## src/rtl/idex_skid_stage.sv

```systemverilog
// -----------------------------------------------------------------------------
// idex_skid_stage
//
// Decode-to-execute pipeline stage register with valid/ready handshaking on
// both sides and a one-entry skid buffer. Because of the skid buffer,
// in_ready is driven straight from a flop and never combinationally from
// out_ready.
//
// Supported operations:
//   - Flush: drops every held beat and the beat presented in the same cycle.
//     The output becomes a NOP bubble.
//   - Replay: rewrites the control fields (opcode and addresses) of the beat
//     currently held in the output register. The data fields are kept.
//
// Cycle priority: flush > replay > normal handshake.
//
// Optional build feature IDEX_SKID_STATS_EN (`define to enable):
//   Adds the saturating 16-bit counters bubble_cnt and replay_cnt.
//
// Parameters:
//   OPW        opcode width
//   RDAW       destination register address width
//   RSAW       source register address width
//   DW         data width
//   NOP_OPCODE opcode loaded on reset, on flush and for a bubble
//
// Ports:
//   clk, rst                   clock; asynchronous active-low reset
//   in_valid / in_ready        decode-side handshake (in_ready is registered)
//   in_*                       decoded beat fields
//   out_valid / out_ready      execute-side handshake
//   out_*                      registered stage contents
//   flush                      discard held and incoming beats
//   replay, replay_*           in-place rewrite of the output control fields
//   bubble_cnt, replay_cnt     statistics (only with IDEX_SKID_STATS_EN)
// -----------------------------------------------------------------------------
module idex_skid_stage #(
    parameter int              OPW        = 5,
    parameter int              RDAW       = 3,
    parameter int              RSAW       = 4,
    parameter int              DW         = 8,
    parameter logic [OPW-1:0]  NOP_OPCODE = 5'h1f
) (
    input  logic             clk,
    input  logic             rst,
    input  logic             in_valid,
    output logic             in_ready,
    input  logic [OPW-1:0]   in_opcode,
    input  logic [RDAW-1:0]  in_rd_addr,
    input  logic [RSAW-1:0]  in_r1_addr,
    input  logic [RSAW-1:0]  in_r2_addr,
    input  logic [DW-1:0]    in_rd_data,
    input  logic [DW-1:0]    in_r1_data,
    input  logic [DW-1:0]    in_r2_data,
    output logic             out_valid,
    input  logic             out_ready,
    output logic [OPW-1:0]   out_opcode,
    output logic [RDAW-1:0]  out_rd_addr,
    output logic [RSAW-1:0]  out_r1_addr,
    output logic [RSAW-1:0]  out_r2_addr,
    output logic [DW-1:0]    out_rd_data,
    output logic [DW-1:0]    out_r1_data,
    output logic [DW-1:0]    out_r2_data,
    input  logic             flush,
    input  logic             replay,
    input  logic [OPW-1:0]   replay_opcode,
    input  logic [RDAW-1:0]  replay_rd_addr,
    input  logic [RSAW-1:0]  replay_r1_addr,
    input  logic [RSAW-1:0]  replay_r2_addr
`ifdef IDEX_SKID_STATS_EN
    ,
    output logic [15:0]      bubble_cnt,
    output logic [15:0]      replay_cnt
`endif
);

    typedef struct packed {
        logic [OPW-1:0]  opcode;
        logic [RDAW-1:0] rd_addr;
        logic [RSAW-1:0] r1_addr;
        logic [RSAW-1:0] r2_addr;
        logic [DW-1:0]   rd_data;
        logic [DW-1:0]   r1_data;
        logic [DW-1:0]   r2_data;
    } beat_t;

    // The NOP beat used for reset, flush and bubbles.
    function automatic beat_t nop_beat();
        beat_t b;
        b        = '0;
        b.opcode = NOP_OPCODE;
        return b;
    endfunction

    beat_t o_q, o_d;      // output register
    beat_t s_q, s_d;      // skid register
    logic  ov_q, ov_d;
    logic  sv_q, sv_d;
    logic  in_ready_q, in_ready_d;

    logic  in_fire_s;
    logic  out_fire_s;
    logic  replay_acc_s;
    beat_t in_beat_s;

    // Firing conditions and packing of the incoming beat.
    always_comb begin
        in_fire_s    = in_valid & in_ready_q & ~flush;
        out_fire_s   = ov_q & out_ready & ~replay & ~flush;
        replay_acc_s = replay & ov_q & ~flush;
        in_beat_s.opcode  = in_opcode;
        in_beat_s.rd_addr = in_rd_addr;
        in_beat_s.r1_addr = in_r1_addr;
        in_beat_s.r2_addr = in_r2_addr;
        in_beat_s.rd_data = in_rd_data;
        in_beat_s.r1_data = in_r1_data;
        in_beat_s.r2_data = in_r2_data;
    end

    // Next-state logic for the output and skid registers.
    always_comb begin
        o_d  = o_q;
        s_d  = s_q;
        ov_d = ov_q;
        sv_d = sv_q;
        if (flush) begin
            o_d  = nop_beat();
            s_d  = nop_beat();
            ov_d = 1'b0;
            sv_d = 1'b0;
        end else if (replay_acc_s) begin
            // Control fields are rewritten in place. The data fields stay and
            // nothing is transferred out. A new beat can still park in S.
            o_d.opcode  = replay_opcode;
            o_d.rd_addr = replay_rd_addr;
            o_d.r1_addr = replay_r1_addr;
            o_d.r2_addr = replay_r2_addr;
            ov_d        = 1'b1;
            if (in_fire_s) begin
                s_d  = in_beat_s;
                sv_d = 1'b1;
            end else begin
                sv_d = sv_q;
            end
        end else if (!ov_q || out_fire_s) begin
            // O is free this cycle. The skid entry is older, so it goes first.
            if (sv_q) begin
                o_d  = s_q;
                ov_d = 1'b1;
                if (in_fire_s) begin
                    s_d  = in_beat_s;
                    sv_d = 1'b1;
                end else begin
                    sv_d = 1'b0;
                end
            end else if (in_fire_s) begin
                o_d  = in_beat_s;
                ov_d = 1'b1;
            end else begin
                o_d  = nop_beat();
                ov_d = 1'b0;
            end
        end else begin
            // O is stalled. A new beat parks in the skid register.
            if (in_fire_s) begin
                s_d  = in_beat_s;
                sv_d = 1'b1;
            end else begin
                sv_d = sv_q;
            end
        end
        in_ready_d = ~sv_d;
    end

    // Stage state registers.
    always_ff @(posedge clk or negedge rst) begin
        if (!rst) begin
            o_q        <= nop_beat();
            s_q        <= nop_beat();
            ov_q       <= 1'b0;
            sv_q       <= 1'b0;
            in_ready_q <= 1'b1;
        end else begin
            o_q        <= o_d;
            s_q        <= s_d;
            ov_q       <= ov_d;
            sv_q       <= sv_d;
            in_ready_q <= in_ready_d;
        end
    end

    assign in_ready    = in_ready_q;
    assign out_valid   = ov_q;
    assign out_opcode  = o_q.opcode;
    assign out_rd_addr = o_q.rd_addr;
    assign out_r1_addr = o_q.r1_addr;
    assign out_r2_addr = o_q.r2_addr;
    assign out_rd_data = o_q.rd_data;
    assign out_r1_data = o_q.r1_data;
    assign out_r2_data = o_q.r2_data;

`ifdef IDEX_SKID_STATS_EN
    function automatic logic [15:0] sat_inc(input logic [15:0] v);
        return (v == 16'hffff) ? v : (v + 16'd1);
    endfunction

    logic [15:0] bubble_cnt_q, bubble_cnt_d;
    logic [15:0] replay_cnt_q, replay_cnt_d;

    // Saturating statistics counters. Flush does not clear them.
    always_comb begin
        if (!ov_q) begin
            bubble_cnt_d = sat_inc(bubble_cnt_q);
        end else begin
            bubble_cnt_d = bubble_cnt_q;
        end
        if (replay_acc_s) begin
            replay_cnt_d = sat_inc(replay_cnt_q);
        end else begin
            replay_cnt_d = replay_cnt_q;
        end
    end

    // Statistics counter registers.
    always_ff @(posedge clk or negedge rst) begin
        if (!rst) begin
            bubble_cnt_q <= 16'd0;
            replay_cnt_q <= 16'd0;
        end else begin
            bubble_cnt_q <= bubble_cnt_d;
            replay_cnt_q <= replay_cnt_d;
        end
    end

    assign bubble_cnt = bubble_cnt_q;
    assign replay_cnt = replay_cnt_q;
`endif

endmodule

```

## config.mk

```make
export PLATFORM = sky130hd
export DESIGN_NAME = idex_skid_stage
export DESIGN_NICKNAME = d
export VERILOG_FILES = /design/src/rtl/idex_skid_stage.sv
export SDC_FILE = /design/constraint.sdc
export NUM_CORES = 1
export LEC_CHECK = 0
export CAP_MARGIN = 10
export CORE_MARGIN = 1.5
export CORE_UTILIZATION = 50
export DETAILED_ROUTE_END_ITERATION = 10
export DONT_BUFFER_PORTS = 1
export PLACE_DENSITY = 0.65
export SLEW_MARGIN = 25
export SYNTH_ARGS = -nofsm -noshare
export SYNTH_HDL_FRONTEND = slang
export SYNTH_SLANG_ARGS = --single-unit
```

## constraint.sdc

```tcl
create_clock -name clk -period 2.35 [get_ports clk]
set_input_delay 0 -clock clk [delete_from_list [all_inputs] [get_ports clk]]
set_output_delay 0 -clock clk [all_outputs]
set_load 0.02 [all_outputs]
```

==> results of run 1 <==
==> sequential cells by signal, summed over array words and instances, names as in the netlist, 3 cells and up <==
signal / flops
out_r1_addr: 4
out_opcode: 5
out_r2_addr: 4
out_r1_data: 8
s_q: 40
out_r2_data: 8
out_rd_addr: 3
out_rd_data: 8
==> final cells by class <==
class | count | share of cell area, %
flip-flops and latches | 83 | 40.3
multi-input cells | 257 | 31.6
clock buffers | 13 | 3.25
well taps | 102 | 2.46
inverters | 2 | 0.145
repair buffers | 112 | 21.4
clock inverters | 3 | 0.867
==> what timing repair did <==
action	CTS	global route
buffers inserted	0	0
gates resized for setup	0	3
endpoints found under the hold margin	166	0
hold buffers	96	0
endpoints found under the setup margin	0	34
==> critical path: stages, from the launching register on <==
cell,delay (ps)
sky130_fd_sc_hd__dfrtp_2,490
sky130_fd_sc_hd__or4b_1,540
sky130_fd_sc_hd__buf_4,250
sky130_fd_sc_hd__nand3_1,120
sky130_fd_sc_hd__a21oi_1,70
sky130_fd_sc_hd__dlygate4sd3_1,570
==> metal layers <==
| metal | global-route usage [%] | vias up | share of wire (%) |
|---|---|---|---|
| met5 | 0 | - | 0 |
| met4 | 9.23 | 0 | 1.2 |
| met3 | 5.89 | 12 | 7.2 |
| met2 | 44.4 | 167 | 47 |
| met1 | 39.3 | 1821 | 44 |
| li1 | - | 1642 | - |
==> placed cells by master, fill, tap and decap left out, types with 11 or more instances in the layout <==
| cell type | Yosys | routed |
|---|---|---|
| sky130_fd_sc_hd__a21oi_1 | 40 | 40 |
| sky130_fd_sc_hd__a221o_1 | 11 | 11 |
| sky130_fd_sc_hd__a22oi_1 | 24 | 24 |
| sky130_fd_sc_hd__a32o_1 | 11 | 11 |
| sky130_fd_sc_hd__buf_4 | 2 | 15 |
| sky130_fd_sc_hd__clkbuf_8 | 0 | 12 |
| sky130_fd_sc_hd__dfrtp_1 | 72 | 70 |
| sky130_fd_sc_hd__dfstp_2 | 11 | 11 |
| sky130_fd_sc_hd__dlygate4sd3_1 | 0 | 94 |
| sky130_fd_sc_hd__nand2_1 | 11 | 11 |
| sky130_fd_sc_hd__nand3_1 | 58 | 58 |
| sky130_fd_sc_hd__o21ai_0 | 41 | 41 |
| sky130_fd_sc_hd__o2bb2ai_1 | 24 | 24 |
==> power by group through the flow <==
stage                     clock network (uW)  logic (uW)  registers, uW
after floorplan                            0         291           1620
after global placement                     0         334           1640
after detailed placement                   0         340           1640
after CTS                               1120         535           1620
after global routing                    1170         597           1630
final                                   1100         543           1620
==> per-stage QoR <==
step	power (uW)	area (sq um)	utilization, %	hold WS [ps]
final	3270	5190	67.2	7.41
after global routing	3390	5190	67.2	48.1
after CTS	3270	5190	67.1	6.60
after detailed placement	1990	3990	51.6	-294
after global placement	1970	3990	51.6	-293
after floorplan	1910	3970	-	-296
==> worst paths after layout <==
path / endpoint / cells after the start
max: s_q[15]$_DFFE_PN0P_ / 5
min: out_opcode[4]$_DFFE_PN1P_ / 3
max reg2reg: s_q[15]$_DFFE_PN0P_ / 5
min reg2reg: s_q[39]$_DFFE_PN1P_ / 2
max in group asynchronous: s_q[35]$_DFFE_PN1P_ / 2
min in group asynchronous: out_r2_addr[0]$_DFFE_PN0P_ / 2
==> logic make-up after synthesis <==
family	after synthesis	share of synthesized area, %
buffers and inverters	48	6.71
AO/OA/AOI/OAI	167	28.7
AND/OR/NAND/NOR	90	12.0
flip-flops	83	52.6
==> insert_results.sql, run 1 <==
INSERT INTO impl_metrics (metric_group, metric, value, unit) VALUES
('outcome', 'outcome', 'completed', ''),
('pwr', 'pwr-share-seq', '49.6', '%'),
('pwr', 'power.static_leakage', '0.00218', 'uW'),
('critical_path', 'r2r_setup_slack', '180', 'ps'),
('yosys', 'synth_flop_cell', 'sky130_fd_sc_hd__dfrtp_1', ''),
('yosys', 'async_reset_ff_share', '100', '%'),
('clock_network', 'tritoncts.num_buffers', '9', ''),
('die', 'die_area', '8490', 'sq um'),
('placed_design', 'place.detailed.hpwl', '6.36', 'mm'),
('critical_path', 'critPathMaxFanout', '24', ''),
('yosys', 'synth-edff-count', '0', ''),
('critical_path', 'cp-startpoint', 'sv_q$_DFF_PN0_', ''),
('finish', 'final_nets', '527', ''),
('grt', 'grt_antenna_before_repair', '0', ''),
('critical_path', 'regToRegStartpoint', 'sv_q$_DFF_PN0_', ''),
('yosys', 'cell_with_the_most_instances_after_synthesis', 'sky130_fd_sc_hd__dfrtp_1', ''),
('pwr', 'share_comb_of_total_power', '16.6', '%'),
('die', 'boundaryPins', '104', ''),
('routing', 'dr.pass1.iters', '6', ''),
('finish', 'flow.area_growth_from_synthesis', '30.7', '%'),
('timing', 'setup_repair_after_global_routing_missed_its_margin', 'no', ''),
('clock_network', 'clockBufferDepth', '2', ''),
('placed_design', 'place.detailed.instances', '460', ''),
('yosys', 'netlist.top_cell.by_area', 'sky130_fd_sc_hd__dfrtp_1', ''),
('timing', 'final.setup.tns', '0', 'ps'),
('grt', 'gr_util_all_layers', '28.3', '%'),
('pwr', 'power.switching_fraction', '28.2', '%'),
('yosys', 'synth-seq-cells', '83', ''),
('die', 'initial_core_util', '51.4', '%'),
('routing', 'drt_first_iter_violations', '320', ''),
('placed_design', 'globalplace.congestion', '0.761', ''),
('placed_design', 'place.port_buffers', '0', ''),
('routing', 'drt.antenna.violating_nets', '0', ''),
('clock_network', 'clock_pin_slew_worst_setup_and_hold_paths', '90', 'ps'),
('critical_path', 'worst_setup_path_start_kind', 'flip-flop', ''),
('timing', 'slew_headroom', '54.6', '%'),
('yosys', 'yosys.cell_types.count', '32', ''),
('job', 'count_of_maximum_capacitance_violations', '0', ''),
('grt', 'grt_pass1_vias', '3743', ''),
('timing', 'timing.final.crit_share', '92.3', '%'),
('critical_path', 'critPathArrivalTime', '2410', 'ps'),
('min_path', 'hp-class', 'input port to flip-flop', ''),
('pwr', 'vdd_drop_max', '0.000382', 'V'),
('timing', 'worst_slew_pin_slew', '681', 'ps'),
('yosys', 'post_synth_instance_area', '3970', 'sq um'),
('timing', 'final_critical_path_setup_slack', '180', 'ps'),
('finish', 'fraction_of_layout_instances_using_a_drive_strength_above_1', '10.2', '%'),
('die', 'die_w', '92.1', 'um'),
('clock_network', 'tritoncts_clock_tree', 'done', ''),
('yosys', 'synth_top_cells_by_area', 'sky130_fd_sc_hd__dfrtp_1 (45%), sky130_fd_sc_hd__nand3_1 (7.3%), sky130_fd_sc_hd__dfstp_2 (7.3%), sky130_fd_sc_hd__o2bb2ai_1 (5.3%), sky130_fd_sc_hd__o21ai_0 (5.2%)', ''),
('finish', 'filler_instances', '587', ''),
('timing', 'min_period', '2170', 'ps'),
('die', 'floorplan.rows', '32', ''),
('critical_path', 'timing.setup.critical_path_class', 'flip-flop to flip-flop', ''),
('die', 'die_height', '92.1', 'um'),
('routing', 'number_of_vias_after_detailed_routing', '3642', ''),
('critical_path', 'worst-endpoint-required', '2590', 'ps'),
('yosys', 'postSynthAreaPerCell', '10.2', 'sq um'),
('pwr', 'clockPowerShare', '33.8', '%'),
('timing', 'timing.final.hold_violations', '0', ''),
('grt', 'global_route.overflow_total', '0', ''),
('clock_network', 'cts.sinks', '83', ''),
('clock_network', 'insertion_delay', '360', 'ps'),
('min_path', 'hold_start', 'replay_opcode[4]', ''),
('yosys', 'synth_fp_nets', '450', ''),
('finish', 'num_antenna_cells', '0', ''),
('critical_path', 'critical_path.endpoint_type', 'flip-flop', ''),
('timing', 'report.final.setup_viol', '0', ''),
('finish', 'multi_input_gate_area_in_the_final_layout', '1640', 'sq um'),
('routing', 'drc_errors', '0', ''),
('placed_design', 'placement.setup.worst_slack', '602', 'ps');
Note: power is estimated with default switching activity, not from simulation.
==> run 2, diff against run 1 <==
ABC_AREA = 1   (was not set)
==> insert_results.sql, run 2 <==
INSERT INTO impl_metrics (metric_group, metric, value, unit) VALUES
('routing', 'topRoutingLayerUsed', 'met4', ''),
('finish', 'largest_reg_flops', '40', ''),
('critical_path', 'critical_path.endpoint_type', 'flip-flop', ''),
('yosys', 'synth_top_cells_by_area', 'sky130_fd_sc_hd__dfrtp_1 (42%), sky130_fd_sc_hd__nand2_1 (22%), sky130_fd_sc_hd__nand3_1 (12%), sky130_fd_sc_hd__dfstp_2 (6.7%), sky130_fd_sc_hd__or2_2 (4.2%)', ''),
('die', 'initial_core_util', '52.1', '%'),
('clock_network', 'clockBufferDepth', '2', ''),
('die', 'die_height', '96.0', 'um'),
('min_path', 'hp-class', 'input port to flip-flop', ''),
('timing', 'setup_repair_after_global_routing_missed_its_margin', 'no', ''),
('critical_path', 'worst-endpoint-required', '2620', 'ps'),
('timing', 'slew_headroom', '47.3', '%'),
('timing', 'finClkSkew', '7.39', 'ps'),
('finish', 'num_antenna_cells', '0', ''),
('finish', 'filler_instances', '735', ''),
('finish', 'finish.utilization', '63.3', '%'),
('timing', 'timing.final.crit_share', '94.0', '%'),
('yosys', 'synthAdderAreaFrac', '0', '%'),
('clock_network', 'clock_pin_slew_worst_setup_and_hold_paths', '80', 'ps'),
('critical_path', 'cp-startpoint', 'in_ready$_DFF_PN1_', ''),
('pwr', 'power.density_cell_area', '634', 'nW/um^2'),
('clock_network', 'tritoncts.num_buffers', '9', ''),
('timing', 'worst_slew_pin_slew', '787', 'ps'),
('pwr', 'clockPowerShare', '33.5', '%'),
('yosys', 'post_synth_most_frequent_cells', 'sky130_fd_sc_hd__nand2_1 (253), sky130_fd_sc_hd__nand3_1 (100), sky130_fd_sc_hd__dfrtp_1 (72), sky130_fd_sc_hd__nor2_1 (39), sky130_fd_sc_hd__inv_1 (38)', ''),
('routing', 'route.met2.wl', '4.90', 'mm'),
('timing', 'max_clock_freq', '0.453', 'GHz'),
('die', 'boundaryPins', '104', ''),
('yosys', 'synth_fp_nets', '660', ''),
('yosys', 'synth_xor_xnor_area_share', '0', '%'),
('yosys', 'yosys.cell_types.count', '19', ''),
('routing', 'drc_errors', '0', ''),
('routing', 'post_drt_wl_per_cell', '13.8', 'um'),
('placed_design', 'place.port_buffers', '0', ''),
('yosys', 'yosys-mux-area-fraction', '0', '%'),
('pwr', 'total_power', '3330', 'uW'),
('pwr', 'pwr-share-seq', '50.4', '%'),
('die', 'die_area', '9220', 'sq um'),
('finish', 'flow.area_growth_from_synthesis', '21.5', '%'),
('timing', 'report.final.setup_viol', '0', ''),
('job', 'count_of_maximum_capacitance_violations', '0', ''),
('yosys', 'async_reset_ff_share', '100', '%'),
('yosys', 'post_synth_instance_area', '4330', 'sq um'),
('critical_path', 'critPathMaxFanout', '76', ''),
('routing', 'vias_per_cell', '5.14', ''),
('finish', 'register_area', '2090', 'sq um'),
('routing', 'drt_first_iter_violations', '213', ''),
('finish', 'multi_input_gate_area_in_the_final_layout', '1910', 'sq um'),
('critical_path', 'timing.setup.critical_path_class', 'flip-flop to flip-flop', ''),
('critical_path', 'cp_cell_sequence', 'nand2_1 -> nor2_4 -> buf_12 -> nand2_1 -> nand2_1 -> nand2_1 -> dlygate4sd3_1 -> nand2_1 -> nand2_1', ''),
('pwr', 'power.switching_fraction', '29.1', '%'),
('yosys', 'synth_flop_cell', 'sky130_fd_sc_hd__dfrtp_1', ''),
('finish', 'layout_commonest_cell', 'sky130_fd_sc_hd__nand2_1', ''),
('critical_path', 'critical_path.most_common_cell', 'sky130_fd_sc_hd__nand2_1', ''),
('critical_path', 'critPathArrivalTime', '2480', 'ps'),
('yosys', 'ys_seq_area_share', '48.3', '%'),
('finish', 'final_nets', '711', ''),
('yosys', 'post_synthesis_simple_gate_area_fraction', '42.6', '%'),
('yosys', 'compound_gate_fraction_of_synth_area', '1.19', '%'),
('clock_network', 'cts_resized', '0', ''),
('timing', 'pins_over_slew_limit', '0', ''),
('yosys', 'synth-edff-count', '0', ''),
('outcome', 'outcome', 'completed', ''),
('timing', 'min_period', '2210', 'ps'),
('grt', 'grt_pass1_vias', '3676', ''),
('timing', 'final.setup.tns', '0', 'ps'),
('routing', 'detail_route.wirelength.met1', '4.87', 'mm'),
('clock_network', 'tritoncts_clock_tree', 'done', ''),
('yosys', 'synth_cells', '598', ''),
('clock_network', 'cts_root_buffer', 'sky130_fd_sc_hd__clkbuf_8', ''),
('pwr', 'switchingPower', '969', 'uW'),
('yosys', 'synth-seq-cells', '83', ''),
('critical_path', 'path_delay_family', 'buffers and inverters', ''),
('routing', 'number_of_vias_after_detailed_routing', '3898', ''),
('grt', 'grt_antenna_before_repair', '0', ''),
('critical_path', 'worst_setup_path_start_kind', 'flip-flop', ''),
('yosys', 'synthDominantCellAreaShare', '41.6', '%'),
('placed_design', 'place.detailed.hpwl', '6.14', 'mm'),
('grt', 'first_pass_grt_wire_length', '16.7', 'mm'),
('pwr', 'vdd_drop_max', '0.000465', 'V'),
('min_path', 'hold_start', 'flush', ''),
('timing', 'final_critical_path_setup_slack', '141', 'ps'),
('critical_path', 'cp_slowest_cell', 'sky130_fd_sc_hd__dfstp_2', ''),
('critical_path', 'largest_stage_delay_on_the_critical_path', '600', 'ps'),
('finish', 'commonest_cells_after_routing_fill_and_taps_aside', 'sky130_fd_sc_hd__nand2_1 (253), sky130_fd_sc_hd__nand3_1 (100), sky130_fd_sc_hd__dfrtp_1 (72)', ''),
('clock_network', 'insertion_delay', '340', 'ps'),
('timing', 'timing.final.hold_violations', '0', ''),
('die', 'die_w', '96.0', 'um'),
('finish', 'post_layout_nonfiller_instances', '759', ''),
('routing', 'dr.pass1.iters', '4', ''),
('yosys', 'yosysWarningCount', '0', ''),
('die', 'floorplan.rows', '33', ''),
('yosys', 'postSynthAreaPerCell', '7.24', 'sq um'),
('clock_network', 'cts.sinks', '83', ''),
('finish', 'fraction_of_layout_instances_using_a_drive_strength_above_1', '12.1', '%'),
('die', 'fp.coreArea', '8300', 'sq um'),
('finish', 'largest_register_by_flop_count', 's_q', ''),
('routing', 'dr_wl_met3', '559', 'um'),
('yosys', 'netlist.top_cell.by_area', 'sky130_fd_sc_hd__dfrtp_1', ''),
('pwr', 'internal-power', '2370', 'uW'),
('pwr', 'share_comb_of_total_power', '16.0', '%'),
('yosys', 'cell_with_the_most_instances_after_synthesis', 'sky130_fd_sc_hd__nand2_1', ''),
('grt', 'global_route.overflow_total', '0', ''),
('grt', 'grt_start_max_net_pins', '84', ''),
('clock_network', 'number_of_levels_in_the_clock_h_tree', '3', ''),
('routing', 'finalWirelength', '10.4', 'mm'),
('critical_path', 'regToRegStartpoint', 'in_ready$_DFF_PN1_', ''),
('pwr', 'power.static_leakage', '0.00293', 'uW'),
('routing', 'drt.antenna.violating_nets', '0', ''),
('placed_design', 'placement.setup.worst_slack', '488', 'ps'),
('yosys', 'main_combinational_cell_family_by_area_after_synthesis', 'simple AND/OR/NAND/NOR gates', ''),
('placed_design', 'globalplace.congestion', '0.786', ''),
('placed_design', 'place.detailed.instances', '675', ''),
('critical_path', 'worst-path-buf-inv', '2', ''),
('grt', 'gr_util_all_layers', '23.2', '%');
==> run 2: cell families after synthesis <==
kind of cell	count (synthesis)
buffers and inverters	77
AOI/OAI and AO/OA	9
DFF	83
and+or+nand+nor	429
==> run 2: what timing repair did <==
item | 4_1_cts | 5_1_grt
endpoints found under the hold margin | 164 | 0
setup endpoints to repair | 0 | 4
hold buffers | 65 | 0
setup buffers | 0 | 2
==> run 2: through the flow <==
| step | instance area, sq um | hold WS, ps |
|---|---|---|
| 3_5_place_dp | 4350 | -294 |
| 6_report | 5260 | 14.1 |
| 5_1_grt | 5260 | 14.6 |
| 2_1_floorplan | 4330 | -296 |
| 3_3_place_gp | 4350 | -293 |
| 4_1_cts | 5230 | 2.24 |
==> run 2: tightest hold or removal path, stage by stage <==
cell,delay [ps]
sky130_fd_sc_hd__a31oi_1,20
sky130_fd_sc_hd__buf_4,170
sky130_fd_sc_hd__nand3_1,70
sky130_fd_sc_hd__nand2_1,40
==> run 2: per-layer routing <==
layer | vias to the layer above | GRT usage, %
met5 | - | 0
met4 | 0 | 6.74
met3 | 11 | 4.27
met2 | 93 | 38.0
met1 | 1844 | 31.4
li1 | 1950 | -
==> run 2: final timing paths <==
path | endpoint | slack [ps] | depth (start not counted)
max | out_opcode[3]$_DFFE_PN1P_ | 140 | 9
min reg2reg | s_q[35]$_DFFE_PN1P_ | 470 | 2
max in group asynchronous | out_opcode[3]$_DFFE_PN1P_ | 1760 | 2
min | out_r1_addr[2]$_DFFE_PN0P_ | 10 | 4
max reg2reg | out_opcode[3]$_DFFE_PN1P_ | 140 | 9
min in group asynchronous | out_rd_data[4]$_DFFE_PN0P_ | 210 | 2
==> run 2: cell type report <==
class | count | share of cell area (%)
Multi-Input combinational cell | 439 | 36.3
Sequential cell | 83 | 39.8
Tap cell | 105 | 2.50
Clock buffer | 10 | 2.43
Timing Repair Buffer | 75 | 14.4
Clock inverter | 6 | 1.71
Inverter | 41 | 2.93
==> run 2: power by group through the flow <==
stage | clock network [uW] | registers [uW] | logic, uW
2_1_floorplan | 0 | 1690 | 334
3_3_place_gp | 0 | 1710 | 389
3_5_place_dp | 0 | 1710 | 396
4_1_cts | 1150 | 1680 | 535
5_1_grt | 1210 | 1700 | 607
6_report | 1120 | 1680 | 535
==> run 3, diff against run 2 <==
CORE_MARGIN = 8   (was 1.5)
==> insert_results.sql, run 3 (synthesis gave the netlist of run 2 again) <==
INSERT INTO impl_metrics (metric_group, metric, value, unit) VALUES
('die', 'die_area', '11900', 'sq um'),
('finish', 'num_antenna_cells', '0', ''),
('timing', 'report.final.setup_viol', '0', ''),
('pwr', 'power.static_leakage', '0.00295', 'uW'),
('critical_path', 'cp_cell_sequence', 'nand2_1 -> nor2_4 -> nor2_1 -> nand2_1 -> nand2_1 -> dlygate4sd3_1 -> nand2_1 -> nand2_1', ''),
('placed_design', 'globalplace.congestion', '0.774', ''),
('critical_path', 'regToRegStartpoint', 'out_valid$_DFFE_PN0P_', ''),
('die', 'initial_core_util', '50.6', '%'),
('finish', 'flow.area_growth_from_synthesis', '22.4', '%'),
('timing', 'timing.final.crit_share', '94.7', '%'),
('routing', 'drc_errors', '0', ''),
('finish', 'fraction_of_layout_instances_using_a_drive_strength_above_1', '12.1', '%'),
('grt', 'first_pass_grt_wire_length', '19.3', 'mm'),
('critical_path', 'cp-startpoint', 'out_valid$_DFFE_PN0P_', ''),
('critical_path', 'worst_setup_path_start_kind', 'flip-flop', ''),
('min_path', 'hold_start', 'flush', ''),
('timing', 'worst_slew_pin_slew', '802', 'ps'),
('timing', 'fin_hold_ws', '0.195', 'ps'),
('timing', 'min_period', '2230', 'ps'),
('routing', 'drt.antenna.violating_nets', '0', ''),
('grt', 'global_route.overflow_total', '0', ''),
('placed_design', 'place.port_buffers', '0', ''),
('routing', 'finalWirelength', '11.6', 'mm'),
('clock_network', 'clockBufferDepth', '2', ''),
('critical_path', 'largest_stage_delay_on_the_critical_path', '610', 'ps'),
('critical_path', 'worst-endpoint-required', '2630', 'ps'),
('critical_path', 'worst-path-buf-inv', '1', ''),
('job', 'count_of_maximum_capacitance_violations', '0', ''),
('critical_path', 'critical_path.most_common_cell', 'sky130_fd_sc_hd__nand2_1', ''),
('grt', 'gr_util_all_layers', '20.3', '%'),
('die', 'fp.coreArea', '8550', 'sq um'),
('clock_network', 'cts_root_buffer', 'sky130_fd_sc_hd__clkbuf_8', ''),
('timing', 'max_clock_freq', '0.449', 'GHz'),
('routing', 'number_of_vias_after_detailed_routing', '3896', ''),
('grt', 'grt_start_max_net_pins', '84', ''),
('pwr', 'total_power', '3520', 'uW'),
('routing', 'dr.pass1.iters', '4', ''),
('die', 'die_height', '109', 'um'),
('clock_network', 'tritoncts.num_buffers', '9', ''),
('clock_network', 'cts.sinks', '83', ''),
('critical_path', 'path_delay_family', 'simple AND/OR/NAND/NOR gates', ''),
('clock_network', 'cts_resized', '0', ''),
('clock_network', 'clock_pin_slew_worst_setup_and_hold_paths', '90', 'ps'),
('finish', 'final_nets', '709', ''),
('finish', 'commonest_cells_after_routing_fill_and_taps_aside', 'sky130_fd_sc_hd__nand2_1 (253), sky130_fd_sc_hd__nand3_1 (100), sky130_fd_sc_hd__dfrtp_1 (72)', ''),
('routing', 'vias_per_cell', '5.13', ''),
('pwr', 'power.density_cell_area', '664', 'nW/um^2'),
('finish', 'final_area', '5300', 'sq um'),
('finish', 'layout_commonest_cell', 'sky130_fd_sc_hd__nand2_1', ''),
('grt', 'grt_antenna_before_repair', '0', ''),
('routing', 'drt_first_iter_violations', '225', ''),
('timing', 'finClkSkew', '10.8', 'ps'),
('placed_design', 'place.detailed.hpwl', '6.87', 'mm'),
('pwr', 'vdd_drop_max', '0.000352', 'V'),
('critical_path', 'cp_slowest_cell', 'sky130_fd_sc_hd__dfrtp_1', ''),
('placed_design', 'dpl_cell_area', '4350', 'sq um'),
('finish', 'filler_instances', '799', ''),
('timing', 'pins_over_slew_limit', '0', ''),
('timing', 'timing.final.hold_violations', '0', ''),
('die', 'floorplan.rows', '34', ''),
('critical_path', 'critical_path.endpoint_type', 'flip-flop', ''),
('die', 'die_w', '109', 'um'),
('routing', 'post_drt_wl_per_cell', '15.2', 'um'),
('outcome', 'outcome', 'completed', ''),
('die', 'boundaryPins', '104', ''),
('timing', 'slew_headroom', '46.3', '%'),
('clock_network', 'insertion_delay', '350', 'ps'),
('min_path', 'hp-class', 'input port to flip-flop', ''),
('finish', 'largest_register_by_flop_count', 's_q', ''),
('finish', 'largest_reg_flops', '40', ''),
('critical_path', 'critPathArrivalTime', '2510', 'ps'),
('grt', 'grt_pass1_vias', '3947', ''),
('clock_network', 'tritoncts_clock_tree', 'done', ''),
('critical_path', 'critPathMaxFanout', '14', ''),
('clock_network', 'number_of_levels_in_the_clock_h_tree', '3', ''),
('critical_path', 'timing.setup.critical_path_class', 'flip-flop to flip-flop', '');
-- run 3: through the flow --
stage	util [%]	worst slack, ps	TNS [ps]	cells
floorplan	-	990	0	598
global placement	50.9	513	0	676
detailed placement	50.9	449	0	676
CTS	61.6	74.9	0	757
global route	61.9	-0.371	-0.371	760
finish	61.9	124	0	760
-- run 3: timing repair --
action                                 in CTS  in global routing
setup endpoints to repair                   0                  5
endpoints found under the hold margin     164                  0
setup buffers                               0                  2
hold buffers                               65                  0
-- run 3: tightest hold or removal path: cells and delay by family --
kind / cells / cell delay (ps)
AND/OR/NAND/NOR: 5 / 310
-- run 3: final cells by class --
type | instances | area, sq um | share of cell area [%]
Tap cell | 108 | 135 | 2.55
Clock inverter | 6 | 113 | 2.13
Multi-Input combinational cell | 439 | 1910 | 36.1
Timing Repair Buffer | 73 | 753 | 14.2
Sequential cell | 83 | 2090 | 39.5
Clock buffer | 10 | 138 | 2.60
Inverter | 41 | 154 | 2.91
-- run 3: where the power goes --
| group | total [uW] | internal, uW | switching (uW) |
|---|---|---|---|
| sequential | 1690 | 1550 | 134 |
| combinational | 543 | 214 | 329 |
| clock | 1290 | 738 | 550 |
| total | 3520 | 2500 | 1010 |
-- run 3: metal layers --
| layer | global-route usage (%) | up-vias | share of wire (%) |
|---|---|---|---|
| met3 | 5.26 | 17 | 6.1 |
| met5 | 0 | - | 0 |
| li1 | - | 1939 | - |
| met2 | 32.6 | 89 | 49 |
| met1 | 26.0 | 1851 | 44 |
| met4 | 6.65 | 0 | 1.5 |
-- run 3: final timing paths --
path	cells after the start	slack, ps	endpoint
max	8	120	out_opcode[3]$_DFFE_PN1P_
min	5	0.2	out_r1_addr[2]$_DFFE_PN0P_
max reg2reg	8	120	out_opcode[3]$_DFFE_PN1P_
min reg2reg	2	470	s_q[38]$_DFFE_PN1P_
max in group asynchronous	2	1760	out_opcode[3]$_DFFE_PN1P_
min in group asynchronous	2	200	out_rd_data[3]$_DFFE_PN0P_
